===== config.mk =====
export PLATFORM = sky130hd
export DESIGN_NAME = spm_seq
export DESIGN_NICKNAME = d
export VERILOG_FILES = /design/src/rtl/spm_seq.sv
export SDC_FILE = /design/constraint.sdc
export NUM_CORES = 1
export LEC_CHECK = 0
export BUFFER_PORTS_ARGS = -buffer_cell sky130_fd_sc_hd__buf_4
export CORE_MARGIN = 2
export CORE_UTILIZATION = 50
export CTS_CLUSTER_SIZE = 25
export DETAILED_ROUTE_END_ITERATION = 10
export PLACE_DENSITY_LB_ADDON = 0.08
export SYNTH_ARGS = -nofsm -noshare
export SYNTH_HDL_FRONTEND = slang
export SYNTH_SLANG_ARGS = --single-unit

===== constraint.sdc =====
create_clock -name clk -period 5.3 [get_ports clk]
set_clock_uncertainty 0.1 [all_clocks]
set_input_delay 1.06 -clock clk [delete_from_list [all_inputs] [get_ports clk]]
set_output_delay 1.06 -clock clk [all_outputs]
set_load 0.01 [all_outputs]

===== src/rtl/spm_seq.sv =====
`default_nettype none
// ============================================================================
//  Module      : spm_seq
//  Description : Sequencer for a serial-parallel multiplier. Accepts a signed
//                operand pair, clears the multiplier, streams the sign-extended
//                multiplier LSB-first, and assembles the 2*WIDTH-bit product.
//  Revision    : 1.0  initial release
// ============================================================================
module spm_seq #(
   parameter int WIDTH      = 8,
   parameter int CLR_CYCLES = 1
) (
   input  logic                 clk,
   input  logic                 rst,
   input  logic                 start_valid,
   output logic                 start_ready,
   input  logic [WIDTH-1:0]     mc,
   input  logic [WIDTH-1:0]     mp,
   output logic                 spm_rst,
   output logic [WIDTH-1:0]     spm_x,
   output logic                 spm_y,
   input  logic                 spm_p,
   output logic [2*WIDTH-1:0]   prod,
   output logic                 prod_valid,
   input  logic                 prod_ready,
   output logic                 busy
);

   localparam int c_prod_w  = 2 * WIDTH;
   // One counter serves both the clear phase and the shift phase.
   localparam int c_cnt_max = (c_prod_w > CLR_CYCLES) ? c_prod_w : CLR_CYCLES;
   localparam int c_cnt_w   = $clog2(c_cnt_max + 1);
   localparam logic [c_cnt_w-1:0] c_shift_last = c_cnt_w'(c_prod_w);
   localparam logic [c_cnt_w-1:0] c_clr_last   = c_cnt_w'(CLR_CYCLES - 1);

   typedef enum logic [1:0] {
      IDLE  = 2'd0,
      CLEAR = 2'd1,
      SHIFT = 2'd2,
      DONE  = 2'd3
   } state_t;

   state_t                r_state;
   state_t                w_next;
   logic [c_cnt_w-1:0]    r_cnt;
   logic [c_prod_w-1:0]   r_mp_sr;
   logic                  w_take;

   assign w_take = start_valid & start_ready;

   // State register.
   always_ff @(posedge clk) begin
      if (!rst) begin
         r_state <= IDLE;
      end else begin
         r_state <= w_next;
      end
   end

   // Next-state decode.
   always_comb begin
      w_next = r_state;
      case (r_state)
         IDLE:    if (w_take)               w_next = CLEAR;
         CLEAR:   if (r_cnt == c_clr_last)  w_next = SHIFT;
         SHIFT:   if (r_cnt == c_shift_last) w_next = DONE;
         DONE:    if (prod_ready)           w_next = IDLE;
         default:                           w_next = IDLE;
      endcase
   end

   // Registered outputs and datapath; status flags are derived from the
   // next state so they line up with the state they describe.
   always_ff @(posedge clk) begin
      if (!rst) begin
         start_ready <= 1'b1;
         busy        <= 1'b0;
         spm_rst     <= 1'b1;
         prod_valid  <= 1'b0;
         prod        <= '0;
         spm_x       <= '0;
         spm_y       <= 1'b0;
         r_cnt       <= '0;
         r_mp_sr     <= '0;
      end else begin
         start_ready <= (w_next == IDLE);
         busy        <= (w_next != IDLE);
         spm_rst     <= (w_next != SHIFT);
         prod_valid  <= (w_next == DONE);
         case (r_state)
            IDLE: begin
               spm_y <= 1'b0;
               if (w_take) begin
                  spm_x   <= mc;
                  r_mp_sr <= {{WIDTH{mp[WIDTH-1]}}, mp};
                  r_cnt   <= '0;
               end
            end
            CLEAR: begin
               spm_y <= 1'b0;
               if (r_cnt == c_clr_last) begin
                  // Present multiplier bit 0 for the first SHIFT cycle.
                  r_cnt   <= '0;
                  spm_y   <= r_mp_sr[0];
                  r_mp_sr <= r_mp_sr >> 1;
               end else begin
                  r_cnt <= r_cnt + 1'b1;
               end
            end
            SHIFT: begin
               // Zero fill means spm_y is 0 once every multiplier bit is out.
               spm_y   <= r_mp_sr[0];
               r_mp_sr <= r_mp_sr >> 1;
               // spm_p lags spm_y by one cycle, so collection starts at cnt=1.
               if (r_cnt != '0) begin
                  prod <= {spm_p, prod[c_prod_w-1:1]};
               end
               if (r_cnt != c_shift_last) begin
                  r_cnt <= r_cnt + 1'b1;
               end
            end
            default: begin
               spm_y <= 1'b0;
            end
         endcase
      end
   end

endmodule
`default_nettype wire


After elaboration in Yosys (flattened, before gate mapping)
Index checks and enable logic that the tools add are counted.
Widths: inputs -> output; s select.
{"block": "classes", "bitwise": 1, "muxes": 14, "addsub": 1, "eq_ne": 10, "n_reduce_logical": 10}
{"cell": "$pmux 16 s3", "n": 1}
{"cell": "$mux 16", "n": 2}
{"cell": "$mux 5", "n": 3}
{"cell": "$pmux 5 s3", "n": 1}
{"cell": "$mux 2", "n": 4}
{"cell": "$ne 2x2->1 const B", "n": 4}
{"cell": "$pmux 2 s4", "n": 1}
{"cell": "$eq 2x2->1 const B", "n": 3}
{"cell": "$reduce_and 3->1", "n": 2}
{"cell": "$add 5x1->5 const B", "n": 1}
{"cell": "$eq 5x5->1 const B", "n": 1}
{"cell": "$logic_not 5->1", "n": 1}
{"cell": "$ne 5x5->1 const B", "n": 1}
{"cell": "$reduce_bool 5->1", "n": 1}
{"cell": "$logic_not 2->1", "n": 2}
{"cell": "$reduce_and 2->1", "n": 2}
{"cell": "$reduce_bool 3->1", "n": 1}
{"cell": "$eq 2x1->1 const B", "n": 1}
{"cell": "$pmux 1 s2", "n": 1}
{"cell": "$reduce_bool 2->1", "n": 1}
{"cell": "$and 1x1->1", "n": 1}
{"cell": "$mux 1", "n": 1}
{"block": "totals", "elab_cells": 46, "reg_bits": 52}

Longest topological paths before layout
{"block": "depth", "ltp_word": 4, "depth_mapped": 8, "ltp_nobuf": 6}

Worst setup path after synthesis
OpenSTA, ideal clock, no wires.
{"block": "synth_timing", "kind": "input -> register", "from": "in start_valid", "to": "reg r_cnt[0]", "t_required_ns": 5.085, "t_arrival_ns": 2.072, "stages": 4, "n_path_buf": 0, "path_slack_ns": 3.013, "cell_sequence": "a21boi_0 a311oi_1 a31o_2 nor2_1"}
{"block": "synth_via", "elab_chain_cells": 3}
{"element": "from (decl)", "line_no": "15", "rtl": "input logic start_valid,"}
{"element": "$and 1x1->1", "line_no": "49", "rtl": "assign w_take = start_valid & start_ready;"}
{"element": "$ne 2x2->1 (no line)"}
{"element": "$reduce_and 3->1 (no line)"}
{"element": "to (signal assigned)", "line_no": "107", "rtl": "r_cnt <= r_cnt + 1'b1;"}
{"element": "to (signal assigned)", "line_no": "119", "rtl": "r_cnt <= r_cnt + 1'b1;"}
{"element": "to (decl)", "line_no": "45", "rtl": "logic [c_cnt_w-1:0] r_cnt;"}
Every way passes these cells.
A chain may end at the register's enable or synchronous reset.

==> results.toml <==
[run_status]
status = "finished, final reports clean"

[sta]
post-route-min-period_ns = 2.52
hold_slack_ns = 0.346
grt_setup_unrepaired = "no"
max_freq_ghz = 0.397
worst_pin_slew_ns = 1.12
slew_violations = 0
fin_tns_setup_ns = 0
setup_viol_count_final = 0
slew_headroom_pct = 25.3
min_period_over_period_pct = 47.5
hold_viol = 0

[synth]
yosysTopAreaCell = "dfxtp_1"
synth_seq_cells = 52
synth.distinct_cells = 34
synth.net_count = 267
synth_area_leaders = "dfxtp_1, a211oi_2, mux2i_1"
seq_area_frac_synth_pct = 45.8
syn-cell-area_sq_mm = 0.00227
avgSynthCellArea_sq_um = 9.52
synth_async_sr_flop_share_pct = 0
synth_top_flop_cell = "dfxtp_1"
yosys_warnings = 0
post-synth-top-area-fraction_pct = 45.8
syn_inst = 239
synth_edf_count = 0
ys_top_cells_by_count = "dfxtp_1, nor2_1, a21oi_1, nand3_1, nand2_1"
yosysMostFrequentCell = "dfxtp_1"

[power]
vdd_drop_max_uv = 215
internal_power_uw = 681
p_clk_share_pct = 23.2
power.share.sequential_pct = 46.3
power_density_mw_per_mm2 = 371
p_switching_uw = 335
switching_share_pct = 33.0
leakage_uw = 0.00110
combPwrFrac_pct = 30.5

[cts]
cts.sinks = 52
cts_resized = 0
cts_buffer_depth = 2
clockRootBuffer = "clkbuf_8"
postCtsSetupBuffers = 0
h-tree-depth = 2
postCtsHoldBufs = 0
insertion_delay_ns = 0.30
cts_tree = "done"
cts_buffers = 5
clkTransAtPathRegs_ns = 0.09

[drt]
routedWlPerCell_microns = 13.0
routed.top_layer = "met4"
drt_iter0_drc = 95
final_antenna_net_count = 0
vias = 1783
wl_met2_mm = 2.13
vias_per_cell = 5.32
drc = 0
wl_met1_mm = 1.99
wl_met3_microns = 171
drt-total-wl_mm = 4.35
drtPass1Iterations = 4

[final_layout]
stdcell_count = 335
area_growth_pct = 20.3
layout-drive-gt1-share_pct = 28.3
final_core_util_pct = 62.8
multi_input_area_sq_mm = 0.00112
fillers = 371
antennaDiodeCount = 0
seq_area_sq_mm = 0.00104
fin_area_sq_mm = 0.00274
fin_nets = 310

[floorplanning]
fp-row-count = 24
start_util_pct = 52.2
core-area_sq_mm = 0.00435
die_h_microns = 71.5
dieArea_sq_mm = 0.00511
io_pins = 50
die_w_microns = 71.5

[grt]
grt_pass1_vias = 1600
grt_pass1_wl_mm = 7.15
overflow = 0
grt_antenna_before_repair = 0
grt.total_usage_pct = 17.5
grt_max_degree = 32

[placement]
io_buffers = 49
gp_congestion = 0.810
placed_area_sq_mm = 0.00264
post-place-cells = 327
dp_hpwl_mm = 2.93

[job]
drv_cap = 0

[worst_setup_path]
cp-start-kind = "primary input"
r2r_slack_ns = 2.90
end_kind = "flop"
rr_startpoint = "r_cnt[0]"
cp.arrival_ns = 2.62
cp-startpoint = "rst"
path_class = "primary input to flop"
crit_required_ns = 5.40
crit_fanout = 28

[worst_hold_path]
hold_path.startpoint = "r_mp_sr[0]"
min_path_type = "flop to flop"
layer usage:
layer | vias to the layer above | GRT usage [%]
met5 | - | 0
met4 | 0 | 6.29
met3 | 4 | 4.78
met2 | 29 | 29.6
met1 | 829 | 21.5
li1 | 921 | -
cells in the final DEF, fill, tap and decap left out:
| cell type | n |
|---|---|
| dfxtp_1 | 52 |
| xnor2_1 | 3 |
| a311oi_1 | 1 |
| o221ai_1 | 1 |
| mux2i_1 | 18 |
| or4b_4 | 1 |
| inv_1 | 8 |
| ha_1 | 7 |
| o21ai_0 | 1 |
| a21oi_2 | 1 |
| a2111oi_4 | 1 |
| a31oi_1 | 3 |
| nand4_1 | 1 |
| clkbuf_8 | 6 |
| a21oi_1 | 26 |
| nor4b_1 | 2 |
| nor3b_1 | 2 |
| a31o_2 | 1 |
| nor2b_1 | 2 |
| nor3_1 | 1 |
| nor2_1 | 30 |
| buf_4 | 51 |
| a211oi_4 | 1 |
| a21boi_0 | 2 |
| clkinvlp_4 | 2 |
| and2_1 | 2 |
| a211oi_2 | 15 |
| or2_2 | 1 |
| nand2_1 | 19 |
| nand2b_1 | 1 |
| nand3_1 | 20 |
| a21o_1 | 1 |
power groups by stage:
| stage | registers (uW) | logic [uW] | clock network [uW] |
|---|---|---|---|
| after floorplan | 480 | 253 | 0 |
| after global placement | 479 | 307 | 0 |
| after detailed placement | 480 | 312 | 0 |
| after CTS | 471 | 315 | 242 |
| after global routing | 476 | 343 | 253 |
| final | 471 | 310 | 236 |
stage by stage:
step / worst slack, ns / total power [uW]
after CTS: 2.77 / 1030
after detailed placement: 2.46 / 792
final: 2.78 / 1020
after global placement: 2.48 / 786
after floorplan: 3.01 / 733
after global routing: 2.68 / 1070
worst max-delay path, stage by stage:
cell and delay (ns):
buf_4 0.13, inv_1 0.80, buf_4 0.35, a31o_2 0.19, nor2_1 0.06
area by class of cell:
| cell class | count | share of cell area, % |
|---|---|---|
| tap | 52 | 2.38 |
| clock inverter | 2 | 0.549 |
| clock buffer | 6 | 3.02 |
| sequential | 52 | 38.0 |
| multi-input combinational | 164 | 40.9 |
| timing repair buffer | 51 | 14.0 |
| inverter | 8 | 1.10 |
cells by family after synthesis:
kind of cell | after synthesis | synth area share, %
AND/OR/NAND/NOR | 82 | 16.7
buffers and inverters | 23 | 5.01
XOR/XNOR | 3 | 1.16
AO/OA/AOI/OAI | 54 | 19.6
multiplexers | 18 | 7.92
flip-flops | 52 | 45.8
adder cells (fa/ha/maj) | 7 | 3.85
registers in the layout (all words and copies together), names as in the netlist:
signal,cells
r_cnt,5
prod_valid,1
r_mp_sr,16
spm_y,1
r_state,2
spm_rst,1
start_ready,1
spm_x,8
prod,16
busy,1
path summary, 6_finish.rpt:
check | cells past startpoint | endpoint
max reg2reg | 7 | r_mp_sr[15]
max | 5 | r_cnt[2]
min | 2 | spm_y
min reg2reg | 2 | spm_y
Power figures use the tool's default switching activity.
